**config.mk**
```make
export PLATFORM = sky130hd
export DESIGN_NAME = pipe_ctrl
export DESIGN_NICKNAME = d
export VERILOG_FILES = /design/src/rtl/pipe_ctrl.sv
export SDC_FILE = /design/constraint.sdc
export NUM_CORES = 1
export LEC_CHECK = 0
export CAP_MARGIN = 20
export CELL_PAD_IN_SITES_DETAIL_PLACEMENT = 0
export CELL_PAD_IN_SITES_GLOBAL_PLACEMENT = 1
export CORE_ASPECT_RATIO = 1.25
export CORE_MARGIN = 3
export CORE_UTILIZATION = 30
export DETAILED_ROUTE_END_ITERATION = 6
export GPL_ROUTABILITY_DRIVEN = 0
export PLACE_DENSITY_LB_ADDON = 0.08
export SYNTH_ARGS = -nofsm -noshare
export SYNTH_HDL_FRONTEND = slang
export SYNTH_SLANG_ARGS = --single-unit
```
**constraint.sdc**
```tcl
create_clock -name clk -period 4.78 [get_ports clk]
set_input_delay 0.717 -clock clk [delete_from_list [all_inputs] [get_ports clk]]
set_output_delay 0.717 -clock clk [all_outputs]
set_load 0.01 [all_outputs]
```
**src/rtl/pipe_ctrl.sv**
```systemverilog
// rtl/pipe_ctrl.sv - five-stage pipeline hazard, stall and redirect controller
// Freeze on data-memory stall, load-use bubbles, fetch-stall bubbles and branch redirects.
module pipe_ctrl #(
  parameter int CNT_W = 32
) (
  input  logic             clk,
  input  logic             rst,
  input  logic             imem_read,
  input  logic             imem_resp,
  input  logic             dmem_access,
  input  logic             dmem_resp,
  input  logic [4:0]       id_rs1,
  input  logic [4:0]       id_rs2,
  input  logic             id_use_rs1,
  input  logic             id_use_rs2,
  input  logic [4:0]       ex_rd,
  input  logic             ex_mem_read,
  input  logic             ex_br_taken,
  input  logic [31:0]      ex_br_target,
  output logic             pc_load,
  output logic             if_id_load,
  output logic             if_id_flush,
  output logic             id_ex_load,
  output logic             id_ex_flush,
  output logic             ex_mem_load,
  output logic             mem_wb_load,
  output logic             redir_valid,
  output logic [31:0]      redir_target,
  output logic             fetch_squash,
  output logic [1:0]       ctrl_state,
  output logic [CNT_W-1:0] stall_cnt,
  output logic [CNT_W-1:0] flush_cnt
);

  typedef enum logic [1:0] {
    ST_RUN        = 2'd0,
    ST_REDIR_WAIT = 2'd1,
    ST_REDIR_HOLD = 2'd2,
    ST_ILLEGAL    = 2'd3
  } state_t;

  localparam logic [CNT_W-1:0] CNT_ONE = {{(CNT_W-1){1'b0}}, 1'b1};
  localparam logic [CNT_W-1:0] CNT_MAX = {CNT_W{1'b1}};

  state_t      state;
  state_t      state_nxt;
  logic [31:0] target_q;
  logic        dstall;
  logic        istall;
  logic        lu_haz;
  logic        capture_target;

  assign dstall = dmem_access & ~dmem_resp;
  assign istall = imem_read & ~imem_resp;
  assign lu_haz = ex_mem_read & (ex_rd != 5'd0) &
                  ((id_use_rs1 & (id_rs1 == ex_rd)) | (id_use_rs2 & (id_rs2 == ex_rd)));

  // A taken branch that cannot redirect yet (fetch outstanding) parks its target here.
  assign capture_target = (state == ST_RUN) & ~dstall & ex_br_taken & istall;

  always_ff @(posedge clk or negedge rst) begin
    if (!rst) begin
      state <= ST_RUN;
    end else begin
      state <= state_nxt;
    end
  end

  always_comb begin
    state_nxt = state;
    case (state)
      ST_RUN: begin
        if (capture_target) state_nxt = ST_REDIR_WAIT;
      end
      ST_REDIR_WAIT: begin
        if (imem_resp) state_nxt = dstall ? ST_REDIR_HOLD : ST_RUN;
      end
      ST_REDIR_HOLD: begin
        if (!dstall) state_nxt = ST_RUN;
      end
      default: state_nxt = ST_RUN;
    endcase
  end

  always_comb begin
    pc_load      = 1'b0;
    if_id_load   = 1'b0;
    if_id_flush  = 1'b0;
    id_ex_load   = 1'b0;
    id_ex_flush  = 1'b0;
    ex_mem_load  = 1'b0;
    mem_wb_load  = 1'b0;
    redir_valid  = 1'b0;
    redir_target = target_q;
    fetch_squash = 1'b0;
    if (rst) begin
      case (state)
        ST_RUN: begin
          if (!dstall) begin
            ex_mem_load = 1'b1;
            mem_wb_load = 1'b1;
            if (ex_br_taken) begin
              if_id_flush = 1'b1;
              id_ex_flush = 1'b1;
              if (!istall) begin
                pc_load      = 1'b1;
                redir_valid  = 1'b1;
                redir_target = ex_br_target;
              end
            end else if (lu_haz) begin
              id_ex_flush = 1'b1;
            end else if (istall) begin
              if_id_flush = 1'b1;
              id_ex_load  = 1'b1;
            end else begin
              pc_load    = 1'b1;
              if_id_load = 1'b1;
              id_ex_load = 1'b1;
            end
          end
        end
        ST_REDIR_WAIT: begin
          // The returning fetch belongs to the wrong path; drop it even while frozen.
          fetch_squash = imem_resp;
          if (!dstall) begin
            if_id_flush = 1'b1;
            id_ex_load  = 1'b1;
            ex_mem_load = 1'b1;
            mem_wb_load = 1'b1;
            pc_load     = imem_resp;
            redir_valid = imem_resp;
          end
        end
        ST_REDIR_HOLD: begin
          if (!dstall) begin
            pc_load     = 1'b1;
            redir_valid = 1'b1;
            if_id_flush = 1'b1;
            id_ex_load  = 1'b1;
            ex_mem_load = 1'b1;
            mem_wb_load = 1'b1;
          end
        end
        default: begin
        end
      endcase
    end
  end

  assign ctrl_state = state;

  always_ff @(posedge clk or negedge rst) begin
    if (!rst) begin
      target_q <= 32'd0;
    end else if (capture_target) begin
      target_q <= ex_br_target;
    end
  end

  always_ff @(posedge clk or negedge rst) begin
    if (!rst) begin
      stall_cnt <= '0;
      flush_cnt <= '0;
    end else begin
      if (!pc_load && (state != ST_ILLEGAL) && (stall_cnt != CNT_MAX)) begin
        stall_cnt <= stall_cnt + CNT_ONE;
      end
      if (redir_valid && (flush_cnt != CNT_MAX)) begin
        flush_cnt <= flush_cnt + CNT_ONE;
      end
    end
  end

endmodule

```
* Word level (Yosys, flattened, before mapping)
Index checks and enable logic that the tools add are counted.
** Operators by class
- Add/subtract/negate cells :: 2
- $mul :: 0
- Divide/modulo/power cells :: 0
- $lt $le $gt $ge :: 0
- Eq/ne operators :: 10
- Shift operators :: 0
- Mux-type cells :: 46
- Bitwise gates (word level) :: 13
- Reduce and logical (&&, ||, !) cells :: 9
** Operator list (number)
- 2-to-1 mux 32 bit :: 5
- adder 32 x 1 -> 32 bit, second input constant :: 2
- inequality test 32 bit, second input constant :: 2
- 2-to-1 mux 1 bit :: 32
- equality test 5 bit :: 2
- AND 1 bit :: 9
- 2-to-1 mux 2 bit :: 4
- inequality test 2 bit, second input constant :: 4
- case mux 1 bit (3 select lines) :: 2
- case mux 2 bit (3 select lines) :: 1
- nonzero test 5 bit :: 1
- case mux 1 bit (2 select lines) :: 2
- logical AND 1 bit :: 3
- NOT 1 bit :: 3
- AND reduction 3 bit :: 1
- OR reduction 3 bit :: 1
- equality test 2 x 1 -> 1 bit, second input constant :: 1
- equality test 2 bit, second input constant :: 1
- logical NOT 2 bit :: 1
- OR reduction 2 bit :: 1
- logical NOT 1 bit :: 1
- OR 1 bit :: 1
** Word-level totals
- Flip-flop bits (word level) :: 98
- Latch bits :: 0
- Memory bits (writable) :: 0
- Memory bits (read-only) :: 0
- Input port bits :: 57
- Output and inout port bits :: 107
- Logic and storage cells :: 84
- Memories :: 0

* Longest topological paths before layout
- Depth after elaboration :: 12
- Mapped depth :: 10
- Depth with buffers taken out :: 9

* Least setup slack after synthesis
No wires, ideal clock.
- Path kind :: input to output
- From :: input port dmem_resp
- To :: output port redir_target[21]
- Arrival :: 2.003 ns
- Slack :: 2.060 ns
- Stages on the path :: 5
- Path buffers :: 1
- Cell sequence :: nand2b_1 > and3_1 > nand3_1 > clkbuf_1 > mux2_2
** On the way
- Longest elaborated chain between the ends :: 5
** RTL lines
- start: declaration :: RTL line 11 : input logic dmem_resp,
- NOT 1 bit :: RTL line 53 : assign dstall = dmem_access & ~dmem_resp;
- AND 1 bit :: RTL line 53
- 2-to-1 mux 32 bit :: RTL line 99 : if (!dstall) begin
- 2-to-1 mux 32 bit :: RTL line 97 : case (state)
- 2-to-1 mux 32 bit :: RTL line 96 : if (rst) begin
- end: declaration :: RTL line 28 : output logic [31:0] redir_target,
No other way between the ends.

* Final worst setup path
- From :: input port ex_rd[1]
- To :: output port pc_load
** On the way
- Longest elaborated chain between the ends :: 9
- Elaborated cells on any way between the ends :: 13
** RTL lines
- start: declaration :: RTL line 16 : input logic [4:0] ex_rd,
- equality test 5 bit :: RTL line 56 : ((id_use_rs1 & (id_rs1 == ex_rd)) | (id_use_rs2 & (id_rs2 == ex_rd)));
- AND 1 bit :: RTL line 56
- OR 1 bit :: RTL line 56
- AND 1 bit * :: RTL line 55 : assign lu_haz = ex_mem_read & (ex_rd != 5'd0) &
- 2-to-1 mux 1 bit * :: RTL line 110 : end else if (lu_haz) begin
- 2-to-1 mux 1 bit * :: RTL line 102 : if (ex_br_taken) begin
- 2-to-1 mux 1 bit * :: RTL line 99
- case mux 1 bit (3 select lines) * :: RTL line 97
- 2-to-1 mux 1 bit * :: RTL line 96
- end: declaration :: RTL line 20 : output logic pc_load,
Mark *: on every way between the ends. The rest lies on a longest branch, timed or not.

==> reports/metrics.cfg <==
[pwr]
p_switching_w=0.0009502
intPower_w=0.002201
power_leakage_nw=2.911
cellPowerDensity_nw_per_um2=433.5
ir_worst_vdd_v=0.0002023
seqPwrFrac_pct=37.1
fin_total_pwr_w=0.003151
pwr-share-clk_pct=24.6
switching_share_pct=30.15
combPwrFrac_pct=38.2

[setup_path]
path_buf_inv=3
crit_top_cell=clkdlybuf4s50_1
start_kind=input pin
critPathMaxStageDelay_ns=0.59
arrival_ns=3.17
path_max_fanout=12
required_ns=4.06
crit_path_end_kind=output port
crit_family=buffers and inverters
crit_slowest_cell=or4_1
crit_chain=clkdlybuf4s50_1 -> or4_1 -> o21ai_1 -> nor3b_1 -> a221o_1 -> inv_2 -> clkdlybuf4s50_1
critical_path_class=input pin to output port

[sta]
fin_ws_ns=0.8963
slew_violations=0
rsz0062_at_grt=false
fin_crit_sh_pct=81.25
worst_pin_slew_ns=0.9208
setup_viol=0
fmax_mhz=257.5
holdWs_ns=0.3278
hold_viol=0
finalSetupTns_ns=0
relSlewSlack_pct=38.61
period_needed_ns=3.884
finClkSkew_ns=0.006764

[global_routing]
grt_pass1_wl_um=22160
grt_pass1_vias=4136
grt_max_degree=71
track_usage_pct=15.32
antenna_found_initial=0
overflow=0

[worst_hold_path]
hp-class=input pin to asynchronous set/reset pin

[clock_network]
cts_sinks=98
cts_resized=0
cts_max_level=3
clk_latency_ns=0.34
cts-root-buf=clkbuf_16
hold_buffers=0
cts_made_buffers=9
clkTransAtPathRegs_ns=0.06
cts_setup_buffers=0
clock_path_buffers=2
cts_tree=yes

[routing]
viasPerCell=4.793
ant_nets=0
drc=0
wl_per_cell_um=16.72
drtIter0Drc=159
drt-pass1-iter-count=6
vias=4012
routed_wl_um=14000

[floorplanning]
rows=52
initial_core_util_pct=31.05
die_h_um=151.6
die_w_um=122.5
pin_count=164
core_um2=16400
die_area_um2=18580

[yosys]
yosysSeqAreaShare_pct=48.17
syn_area_um2=5091
syn_inst=455
synth_warnings=0
synth_area_per_cell_um2=11.19
synth-seq-cells=98
syn_nets=519
synth_cell_types=45

[cells_and_area]
fin_area_um2=7269
final_common_cell=clkdlybuf4s50_1
final_cell_mix=clkdlybuf4s50_1, dfrtp_1, mux2_2
nets=680
multi_input_area_um2=2532
n_antenna_cell=0
syn_to_final_growth_pct=42.79
regArea_um2=2452
fillCellCount=1570
drive_gt1_share_pct=14.49

[placed_design]
placed_area_um2=6953
dp_slack_ns=0.8720
portBuffers=163
place_hpwl_um=10260

[job]
drv_cap=0

[status]
status=complete, no violations

-- worst paths after layout --
kind	startpoint	endpoint	slack (ns)	cells past startpoint
worst max-delay path	ex_rd[1]	pc_load	0.90	7
worst min-delay path	rst	stall_cnt[16]	0.33	1
worst max register to register	ctrl_state[1]	flush_cnt[5]	1.99	7
worst min register to register	stall_cnt[27]	stall_cnt[27]	0.49	1
max in group asynchronous	rst	target_q[2]	3.18	2
min in group clk	stall_cnt[27]	stall_cnt[27]	0.49	1
-- Yosys cell counts, drive strengths merged --
cell type | number | area, µm²
dfrtp | 98 | 2452
mux2 | 66 | 743.2
xnor2 | 52 | 455.4
nand2 | 43 | 161.4
nand3 | 26 | 130.1
nand4 | 19 | 118.9
xor2 | 19 | 166.4
nor2 | 16 | 60.06
and4 | 13 | 113.9
and3 | 12 | 75.07
nor4 | 11 | 83.83
buf | 9 | 50.05
clkbuf | 8 | 30.03
ha | 7 | 87.58
inv | 7 | 26.27
nor3 | 7 | 35.03
nand2b | 5 | 31.28
and2 | 4 | 25.02
nand3b | 4 | 30.03
a21oi | 3 | 15.01
nor4b | 3 | 26.28
o21ai | 3 | 15.01
a211oi | 2 | 20.02
a21boi | 2 | 15.01
nor2b | 2 | 12.51
nor3b | 2 | 15.01
o22ai | 2 | 12.51
a21o | 1 | 7.510
a221o | 1 | 10.01
a22o | 1 | 8.760
a31oi | 1 | 6.260
and4bb | 1 | 12.51
o22a | 1 | 8.760
or2 | 1 | 6.260
or3 | 1 | 6.260
or4 | 1 | 7.510
or4b | 1 | 10.01
-- layout make-up --
| type | instances | area share, % |
|---|---|---|
| clock buffer | 13 | 3.718 |
| tap | 216 | 3.718 |
| sequential | 98 | 33.73 |
| inverter | 7 | 0.3614 |
| clock inverter | 3 | 0.6368 |
| timing repair buffer | 167 | 22.99 |
| multi-input combinational | 333 | 34.84 |
-- worst reg2reg max path: cells and delay by family (launching register included) --
kind                     cells  cell delay (ns)
XOR/XNOR                     1             0.16
AO/OA/AOI/OAI                2             1.12
adder cells (fa/ha/maj)      1             0.34
flip-flops                   1             0.45
AND/OR/NAND/NOR              2             0.48
buffers and inverters        1             0.14
-- cell families after synthesis --
group	share of synthesized area [%]
flip-flops	48.17
adder cells (fa/ha/maj)	1.720
AND/OR/NAND/NOR	18.87
buffers and inverters	2.089
AO/OA/AOI/OAI	2.335
multiplexers	14.60
XOR/XNOR	12.21
-- through the flow --
stage | instances | utilization [%]
after global placement | 821 | 42.41
after CTS | 837 | 44.34
after detailed placement | 821 | 42.41
after floorplan | 455 | -
final | 837 | 44.34
after global routing | 837 | 44.34
-- power by group through the flow --
stage	Sequential, W	Clock (W)	Combinational, W
2_1_floorplan	0.00118	0	0.000593
3_3_place_gp	0.00117	0	0.00121
3_5_place_dp	0.00118	0	0.00122
4_1_cts	0.00117	0.000806	0.00123
5_1_grt	0.00120	0.000837	0.00130
6_report	0.00117	0.000777	0.00120
-- routing by layer --
metal,wire (µm),up-vias,part of all wire (%),track usage [%]
met1,5878,1952,42,18.49
met5,0,-,0,0
met2,7046,105,50,26.19
met4,210,0,1.5,5.602
li1,-,1942,-,-
met3,862,13,6.2,4.048
-- flip-flops by register name, summed over array words and instances (netlist names) --
register,flops
ctrl_state,2
target_q,32
flush_cnt,32
stall_cnt,32
Note: power is estimated with default switching activity, not from simulation.
